$ cat config.mk
export PLATFORM = sky130hd
export DESIGN_NAME = camera_emulator_flat
export DESIGN_NICKNAME = d
export VERILOG_FILES = /design/src/rtl/camera_emulator_if.sv /design/src/rtl/camera_emulator.sv /design/src/flat_wrapper.sv
export SDC_FILE = /design/constraint.sdc
export NUM_CORES = 1
export LEC_CHECK = 0
export CORE_MARGIN = 3
export CORE_UTILIZATION = 57
export DETAILED_ROUTE_END_ITERATION = 10
export PLACE_DENSITY = 0.83
export RECOVER_POWER = 25
export SKIP_LAST_GASP = 1
export SYNTH_ARGS = -nofsm -noshare
export SYNTH_HDL_FRONTEND = slang
export SYNTH_SLANG_ARGS = --single-unit
$ cat constraint.sdc
create_clock -name clk -period 4.8 [get_ports clk]
set_clock_uncertainty 0.15 [all_clocks]
set_input_delay 0.96 -clock clk [delete_from_list [all_inputs] [get_ports clk]]
set_output_delay 0.96 -clock clk [all_outputs]
set_load 0.01 [all_outputs]
$ cat src/rtl/camera_emulator_if.sv
// Pixel FIFO read port and OV7670-style camera pins of the camera emulator.
interface camera_emulator_if;
  // FIFO side: pix_rden pops one word only while pix_empty is low, and
  // pix_data is valid the cycle after pix_rden. Camera side: vsync, hsync and
  // data change only as cam_pclk falls, so they are stable at its rising edge.
  logic        pix_rden;
  logic        pix_empty;
  logic [31:0] pix_data;
  logic        cam_pclk;
  logic        cam_vsync;
  logic        cam_hsync;
  logic [7:0]  cam_data;

  modport master (
    output pix_rden, cam_pclk, cam_vsync, cam_hsync, cam_data,
    input  pix_empty, pix_data
  );

  modport slave (
    input  pix_rden, cam_pclk, cam_vsync, cam_hsync, cam_data,
    output pix_empty, pix_data
  );
endinterface

$ cat src/rtl/camera_emulator.sv
// OV7670-style camera transmitter: replays RGB565 pixels taken from a host FIFO
// as pclk/vsync/href/data with programmable frame timing.
module camera_emulator #(
  parameter int IMG_WIDTH    = 640,
  parameter int IMG_HEIGHT   = 480,
  parameter int PCLK_DIV     = 2,
  parameter int VSYNC_LINES  = 3,
  parameter int VBACK_LINES  = 17,
  parameter int VFRONT_LINES = 10,
  parameter int HBLANK_PCLKS = 144
) (
  input  logic              clk,
  input  logic              reset,
  input  logic              enable,
  camera_emulator_if.master bus,
  output logic [15:0]       frame_count,
  output logic              underrun,
  output logic              busy,
  output logic [2:0]        state_dbg
);
  typedef enum logic [2:0] {
    IDLE   = 3'd0,
    VSYNC  = 3'd1,
    VBACK  = 3'd2,
    ACTIVE = 3'd3,
    HBLANK = 3'd4,
    VFRONT = 3'd5
  } state_t;

  localparam int LINE_T = 2 * IMG_WIDTH + HBLANK_PCLKS;
  localparam int VS_T   = VSYNC_LINES * LINE_T;
  localparam int VB_T   = VBACK_LINES * LINE_T;
  localparam int VF_T   = VFRONT_LINES * LINE_T;
  localparam int ACT_T  = 2 * IMG_WIDTH;
  localparam int CW     = $clog2(VS_T + VB_T + VF_T + ACT_T + HBLANK_PCLKS + 1);
  localparam int DW     = (PCLK_DIV > 1) ? $clog2(PCLK_DIV) : 1;
  localparam int RW     = (IMG_HEIGHT > 1) ? $clog2(IMG_HEIGHT) : 1;

  localparam logic [CW-1:0] VS_LAST  = CW'(VS_T - 1);
  localparam logic [CW-1:0] VB_LAST  = CW'(VB_T - 1);
  localparam logic [CW-1:0] VF_LAST  = CW'(VF_T - 1);
  localparam logic [CW-1:0] ACT_LAST = CW'(ACT_T - 1);
  localparam logic [CW-1:0] HB_LAST  = CW'(HBLANK_PCLKS - 1);
  localparam logic [DW-1:0] DIV_LAST = DW'(PCLK_DIV - 1);
  localparam logic [RW-1:0] ROW_LAST = RW'(IMG_HEIGHT - 1);

  state_t        state;
  logic [DW-1:0] div;
  logic [CW-1:0] cnt;
  logic [RW-1:0] row;
  logic          start_req;
  logic          rd_pend;
  logic          hold_valid;
  logic [15:0]   hold_pix;
  logic [15:0]   cur_pix;
  logic          run;
  logic          tick;
  logic          pix_start;
  logic [15:0]   pix_rgb;
  logic          pix_unused;

  // Padding bits of the packed host word carry no colour information.
  assign pix_rgb    = {bus.pix_data[23:19], bus.pix_data[15:10], bus.pix_data[7:3]};
  assign pix_unused = ^{bus.pix_data[31:24], bus.pix_data[18:16],
                        bus.pix_data[9:8], bus.pix_data[2:0]};

  // start_req keeps pclk running after a one-cycle enable pulse until the
  // first tick moves the FSM out of IDLE.
  assign run       = enable | start_req | (state != IDLE);
  assign tick      = run & bus.cam_pclk & (div == DIV_LAST);
  assign busy      = (state != IDLE);
  assign state_dbg = state;

  // Ticks on which the next byte is a pixel's high byte.
  always_comb begin
    pix_start = 1'b0;
    case (state)
      VBACK:   pix_start = (cnt == VB_LAST);
      ACTIVE:  pix_start = cnt[0] & (cnt != ACT_LAST);
      HBLANK:  pix_start = (cnt == HB_LAST) & (row != ROW_LAST);
      default: pix_start = 1'b0;
    endcase
  end

  always_ff @(posedge clk) begin
    if (reset) begin
      state         <= IDLE;
      div           <= '0;
      cnt           <= '0;
      row           <= '0;
      start_req     <= 1'b0;
      rd_pend       <= 1'b0;
      hold_valid    <= 1'b0;
      hold_pix      <= '0;
      cur_pix       <= '0;
      frame_count   <= '0;
      underrun      <= 1'b0;
      bus.pix_rden  <= 1'b0;
      bus.cam_pclk  <= 1'b0;
      bus.cam_vsync <= 1'b0;
      bus.cam_hsync <= 1'b0;
      bus.cam_data  <= '0;
    end else begin
      // One-entry prefetch with at most one read in flight.
      bus.pix_rden <= 1'b0;
      rd_pend      <= bus.pix_rden;
      if (rd_pend) begin
        hold_valid <= 1'b1;
        hold_pix   <= pix_rgb;
      end
      if (!hold_valid && !rd_pend && !bus.pix_rden && !bus.pix_empty &&
          (enable || state != IDLE)) begin
        bus.pix_rden <= 1'b1;
      end

      if (!run) begin
        div          <= '0;
        bus.cam_pclk <= 1'b0;
      end else if (div == DIV_LAST) begin
        div          <= '0;
        bus.cam_pclk <= ~bus.cam_pclk;
      end else begin
        div <= div + DW'(1);
      end

      if (state == IDLE && enable) start_req <= 1'b1;

      if (tick) begin
        case (state)
          IDLE: begin
            state         <= VSYNC;
            bus.cam_vsync <= 1'b1;
            cnt           <= '0;
            start_req     <= 1'b0;
          end
          VSYNC: begin
            if (cnt == VS_LAST) begin
              state         <= VBACK;
              bus.cam_vsync <= 1'b0;
              cnt           <= '0;
            end else cnt <= cnt + CW'(1);
          end
          VBACK: begin
            if (cnt == VB_LAST) begin
              state         <= ACTIVE;
              bus.cam_hsync <= 1'b1;
              cnt           <= '0;
              row           <= '0;
            end else cnt <= cnt + CW'(1);
          end
          ACTIVE: begin
            if (cnt == ACT_LAST) begin
              state         <= HBLANK;
              bus.cam_hsync <= 1'b0;
              bus.cam_data  <= '0;
              cnt           <= '0;
            end else begin
              cnt <= cnt + CW'(1);
              if (!cnt[0]) bus.cam_data <= cur_pix[7:0];
            end
          end
          HBLANK: begin
            if (cnt == HB_LAST) begin
              cnt <= '0;
              if (row == ROW_LAST) begin
                state       <= VFRONT;
                frame_count <= frame_count + 16'd1;
              end else begin
                state         <= ACTIVE;
                bus.cam_hsync <= 1'b1;
                row           <= row + RW'(1);
              end
            end else cnt <= cnt + CW'(1);
          end
          VFRONT: begin
            if (cnt == VF_LAST) begin
              cnt <= '0;
              if (enable) begin
                state         <= VSYNC;
                bus.cam_vsync <= 1'b1;
              end else state <= IDLE;
            end else cnt <= cnt + CW'(1);
          end
          default: state <= IDLE;
        endcase

        // An empty hold register at a pixel slot yields a black pixel.
        if (pix_start) begin
          if (hold_valid) begin
            cur_pix      <= hold_pix;
            bus.cam_data <= hold_pix[15:8];
            hold_valid   <= 1'b0;
          end else begin
            cur_pix      <= '0;
            bus.cam_data <= '0;
            underrun     <= 1'b1;
          end
        end
      end
    end
  end
endmodule

$ cat src/flat_wrapper.sv
// flat-port wrapper written by rule: the top's interface ports become plain ports
module camera_emulator_flat 
#(
  parameter int IMG_WIDTH    = 640,
  parameter int IMG_HEIGHT   = 480,
  parameter int PCLK_DIV     = 2,
  parameter int VSYNC_LINES  = 3,
  parameter int VBACK_LINES  = 17,
  parameter int VFRONT_LINES = 10,
  parameter int HBLANK_PCLKS = 144
)
  (clk, reset, enable, frame_count, underrun, busy, state_dbg, bus_pix_rden, bus_cam_pclk, bus_cam_vsync, bus_cam_hsync, bus_cam_data, bus_pix_empty, bus_pix_data);
  camera_emulator_if bus_i ();
  input  logic clk;
  input  logic reset;
  input  logic enable;
  output logic [15:0] frame_count;
  output logic underrun;
  output logic busy;
  output logic [2:0] state_dbg;
  output wire logic [$bits(bus_i.pix_rden)-1:0] bus_pix_rden;
  output wire logic [$bits(bus_i.cam_pclk)-1:0] bus_cam_pclk;
  output wire logic [$bits(bus_i.cam_vsync)-1:0] bus_cam_vsync;
  output wire logic [$bits(bus_i.cam_hsync)-1:0] bus_cam_hsync;
  output wire logic [$bits(bus_i.cam_data)-1:0] bus_cam_data;
  input wire logic [$bits(bus_i.pix_empty)-1:0] bus_pix_empty;
  input wire logic [$bits(bus_i.pix_data)-1:0] bus_pix_data;
  assign bus_pix_rden = bus_i.pix_rden;
  assign bus_cam_pclk = bus_i.cam_pclk;
  assign bus_cam_vsync = bus_i.cam_vsync;
  assign bus_cam_hsync = bus_i.cam_hsync;
  assign bus_cam_data = bus_i.cam_data;
  assign bus_i.pix_empty = bus_pix_empty;
  assign bus_i.pix_data = bus_pix_data;
  camera_emulator #(.IMG_WIDTH(IMG_WIDTH), .IMG_HEIGHT(IMG_HEIGHT), .PCLK_DIV(PCLK_DIV), .VSYNC_LINES(VSYNC_LINES), .VBACK_LINES(VBACK_LINES), .VFRONT_LINES(VFRONT_LINES), .HBLANK_PCLKS(HBLANK_PCLKS)) u_core (.clk(clk), .reset(reset), .enable(enable), .bus(bus_i), .frame_count(frame_count), .underrun(underrun), .busy(busy), .state_dbg(state_dbg));
endmodule
Word-level counts from Yosys, hierarchy flattened
Cells that the tools add are included.

word-level totals
  input bits = 36
  output and inout bits = 33
  bits in registers = 85
  logic and storage cells = 120

operators by class
  eq/ne operators = 21
  add/sub/neg operators = 4
  bitwise operators = 9
  reduce and logical (&&, ||, !) cells = 28
  multiplexer cells = 42

operators by type and width
  kind                     count
  $pmux W16 S6             1
  $mux W16                 5
  $mux W8                  6
  $add A16 B1 Y16 const B  2
  $mux W9                  3
  $mux W3                  6
  $pmux W3 S6              1
  $pmux W9 S2              1
  $eq A16 B11 Y1 const B   1
  $eq A16 B13 Y1 const B   1
  $eq A16 B14 Y1 const B   1
  $eq A16 B15 Y1 const B   1
  $eq A16 B8 Y1 const B    1
  $mux W1                  16
  $ne A16 B11 Y1 const B   1
  $reduce_and A6 Y1        2
  $ne A2 B1 Y1 const B     5
  $reduce_and A5 Y1        2
  $add A9 B1 Y9 const B    1
  $eq A9 B9 Y1 const B     1
  $ne A9 B9 Y1 const B     1
  $pmux W1 S3              3
  $reduce_bool A3 Y1       3
  $eq A3 B2 Y1 const B     2
  19 further kinds         37

Longest topological paths before layout
  word-level depth = 6
  gate-level depth with buffers = 10
  gate-level depth less buffers = 7

Worst setup path before layout
No wires, ideal clock.

  path type = flip-flop to flip-flop
  start = register u_core.row[0]
  end = register u_core.underrun
  stages on the path, launching flop included = 10
  arrival time = 2105 ps
  required time = 4533 ps
  period minus slack after synthesis = 2372 ps
  path slack = 2428 ps
  path buffers = 2
  library setup time = 117 ps
  cell sequence = dfxtp_1 ha_1 nand4_2 nor4b_4 nor4b_4 or2_1 buf_2 o21a_1 buf_6 a22o_1

between the ends
  cells in the longest elaborated chain, start to end = 4

RTL lines
  what                                line                    text
  start, declared                     camera_emulator.sv:50   logic [RW-1:0] row;
  start signal, assigned              camera_emulator.sv:171  row <= row + RW'(1);
  $ne A9 B9 Y1                        camera_emulator.sv:80   HBLANK: pix_start = (cnt == HB_LAST) & (row != ROW_LAST);
  $and A1 B1 Y1                       camera_emulator.sv:80
  $pmux W1 S3                         camera_emulator.sv:77   case (state)
  $reduce_and A3 Y1 (no source line)  -
  end signal, assigned                camera_emulator.sv:97   underrun <= 1'b0;
  end signal, assigned                camera_emulator.sv:196  underrun <= 1'b1;
  end, declared                       camera_emulator.sv:17   output logic underrun,

Every way passes these cells.
A chain may end at the register's enable or synchronous reset.

Final worst setup path
  start = input port enable
  end = register u_core.bus.cam_data[5]

between the ends
  cells in the longest elaborated chain, start to end = 5

RTL lines
  what                                line                      text
  start, declared                     flat_wrapper.sv:16        input logic enable;
  $or A1 B1 Y1 (2 in a row)           camera_emulator.sv:69     assign run = enable | start_req | (state != IDLE);
  $and A1 B1 Y1 (2 in a row)          camera_emulator.sv:70     assign tick = run & bus.cam_pclk & (div == DIV_LAST);
  $reduce_and A3 Y1 (no source line)  -
  end signal, assigned                camera_emulator.sv:159    if (!cnt[0]) bus.cam_data <= cur_pix[7:0];
  end signal, assigned                camera_emulator.sv:191    bus.cam_data <= hold_pix[15:8];
  end, declared                       camera_emulator_if.sv:15  output pix_rden, cam_pclk, cam_vsync, cam_hsync, cam_data,

Every way passes these cells.

==> metrics.yaml <==
timing:
  max_clock_freq_mhz: 313.3
  setup_viol: 0
  holdWs_ns: 0.3122
  min_period_over_period_pct: 66.49
  worstMarginPinSlew_ns: 0.9521
  slew-limit-headroom_pct: 36.10
  min_period_ns: 3.192
  rsz0062_at_grt: "no"
  slew_violations: 0
  setup-tns-final_ns: 0
  finalHoldViolations: 0
flow_run:
  drv_cap: 0
power:
  clkPwrFrac_pct: 40.7
  netSwitchingFraction_pct: 23.48
  p_leak_uw: 0.001662
  p_per_area_nw_per_um2: 284.5
  p_int_uw: 1050
  seq_power_share_pct: 53.1
  p_comb_share_pct: 6.2
  power_switching_uw: 322.2
  ir_drop_v: 0.0001840
worst_setup_path:
  crit_required_ns: 4.92
  crit_fanout: 14
  cpMaxStageDelayCell: "dlygate4sd3_1"
  cpPeakStageDelay_ns: 0.65
  critPathTopFamily: "compound AO/OA/AOI/OAI gates"
  rr_startpoint: "u_core.row[0]"
  regToRegSetupSlack_ns: 1.80
  startpoint_type: "primary input"
  critical_path_class: "primary input to flop"
  path_buf_inv: 2
  cp.depth: 7
  r2r_cells: 8
  arrival_ns: 3.31
  rr_endpoint: "u_core.bus.cam_data[5]"
  crit_chain: "dlygate4sd3_1 > nor3_1 > nor2_1 > buf_4 > o21ai_1 > o211ai_1 > a211oi_1"
  worstSetupEndpointType: "flop"
floorplanning:
  die-area_um2: 8184
  die_width_um: 90.47
  start_util_pct: 59.20
  die_h_um: 90.47
  row_count: 30
  boundaryPins: 69
  coreArea_um2: 6869
final_layout:
  area_growth_pct: 18.62
  fin_cells: 607
  mostFrequentLayoutCells: "85 x dfxtp_1, 54 x nor2_1, 44 x clkdlybuf4s50_1"
  fillers: 566
  num_antenna_cells: 0
  multiInputGateArea_um2: 2220
  final_layout_size_suffix_gt1_share_pct: 5.675
  nets: 546
  final-seq-area_um2: 1702
  fin_util_pct: 70.22
  mostFrequentLayoutCell: "dfxtp_1"
synthesis:
  synth_cells: 467
  syn-mean-instance-area_um2: 8.707
  synth-edff-count: 0
  async_flop_share_pct: 0
  synth.distinct_cells: 54
  synth_ff_type: "dfxtp_1"
  yosysSeqAreaShare_pct: 41.85
  netlist_area_um2: 4066
  ys_warn_count: 0
  synth_seq_cells: 85
  syn_nets: 506
route:
  wl_mm: 9.459
  route.detailed.drc: 0
  firstDrtPassIters: 5
  wl_per_cell_um: 15.58
  drt_iter0_drc: 276
  vias: 3608
  viasPerCell: 5.944
  postRouteAntennaNets: 0
grt:
  grt_pass1_wl_mm: 16.11
  grt_max_degree: 75
  overflow: 0
  grt.total_usage_pct: 23.68
  grt_pass1_vias: 3414
  grt_antenna_before_repair: 0
clock_network:
  clk_latency_ns: 0.36
  clock_path_buffers: 2
  path_clk_slew_ns: 0.09
  htreeDepth: 3
  cts_buffers: 9
  clock_sinks: 85
  root_buffer: "clkbuf_8"
  hold_buffers: 0
  cts_tree: "done"
  post_cts_buffers: 0
  cts_resized: 0
worst_hold_path:
  hp-class: "flop to flop"
  hold_path_end: "u_core.bus.cam_vsync"
  hold_depth: 2
  worstHoldStart: "u_core.bus.cam_vsync"
placed_design:
  port_buffers: 52
  gp_congestion: 0.8342
  dp_hpwl_mm: 6.557
  dp.cells: 592
outcome:
  run_status: "finished clean"
## worst max path at each step
stage | from | to
2_1_floorplan | u_core.row[0] | u_core.underrun
6_report | enable | u_core.bus.cam_data[5]
5_1_grt | enable | u_core.bus.cam_data[5]
3_5_place_dp | enable | u_core.bus.cam_data[5]
3_3_place_gp | enable | u_core.bus.cam_data[4]
4_1_cts | enable | u_core.bus.cam_data[5]
## metal layers
metal  share of wire [%]  vias to the layer above  wire length [um]  GRT usage (%)
met4                 1.4                        0               134          6.633
met2                  48                      103              4544          38.79
met3                 6.1                       16               577          6.083
li1                    -                     1763                 -              -
met5                   0                        -                 0              0
met1                  44                     1726              4202          30.89
## sequential cells by signal, indices dropped and copies added (netlist names), 3 cells and up
signal	cells
u_core.hold_pix	16
u_core.bus.cam_data	8
u_core.cnt	16
u_core.frame_count	16
u_core.cur_pix	8
u_core.row	9
u_core.state_dbg	3
## power by group through the flow
stage	registers, uW	clock network (uW)	logic (uW)
6_report	729	558	84.9
5_1_grt	731	599	93.4
4_1_cts	729	568	86.2
3_5_place_dp	745	0	85.3
3_3_place_gp	745	0	83.4
2_1_floorplan	739	0	53.1
## worst register-to-register path: stages (launching register included)
cell and delay [ns]:
dfxtp_1 0.39, ha_1 0.25, nand4_2 0.17, nor4b_4 0.28, buf_4 0.26, nor4b_4 0.10
o21ai_1 0.75, o211ai_1 0.28, a211oi_1 0.29
## Yosys cell counts, types with 2 or more instances
master / number / area share, %
a211o_1: 3 / 0.65
a211oi_1: 13 / 2.4
a211oi_2: 2 / 0.62
a21o_1: 2 / 0.37
a21oi_1: 26 / 3.2
a22oi_1: 2 / 0.37
and2_1: 11 / 1.7
and3_1: 9 / 1.4
and4_1: 2 / 0.43
and4b_1: 3 / 0.74
buf_1: 3 / 0.28
buf_2: 10 / 1.2
clkbuf_1: 13 / 1.2
dfxtp_1: 85 / 42
ha_1: 3 / 0.92
inv_1: 3 / 0.28
mux2i_1: 26 / 6.4
nand2_1: 36 / 3.3
nand3_1: 25 / 3.1
nand4_1: 11 / 1.7
nor2_1: 54 / 5.0
nor2b_1: 4 / 0.62
nor3_1: 23 / 2.8
nor3b_1: 2 / 0.37
nor4_1: 5 / 0.77
nor4b_1: 2 / 0.43
nor4b_4: 2 / 1.2
o211ai_1: 19 / 3.5
o21ai_0: 14 / 1.7
or3_1: 6 / 0.92
xor2_1: 25 / 5.4
## logic make-up after synthesis
| logic type | share of synthesized area (%) |
|---|---|
| AND/OR/NAND/NOR | 26.89 |
| AO/OA/AOI/OAI | 14.62 |
| flip-flops | 41.85 |
| buffers and inverters | 3.446 |
| multiplexers | 6.677 |
| XOR/XNOR | 5.600 |
| adder cells (fa/ha/maj) | 0.9232 |
## metrics by stage
step                      total power [uW]  instance area (um^2)  worst slack [ns]
after global placement               828.2                  4611             1.542
after CTS                             1383                  4830             1.732
after floorplan                      792.1                  4066             2.428
after detailed placement             830.7                  4611             1.386
after global routing                  1423                  4823             1.479
final                                 1372                  4823             1.608
## cell type report
class                   instances  share of cell area (%)
multi-input cells             350                   46.02
flip-flops and latches         85                   35.28
repair buffers                 56                   11.28
clock buffers                   9                   2.568
well taps                      96                   2.490
clock inverters                 6                   1.971
inverters                       5                  0.3891
(Power assumes the default switching activity.)
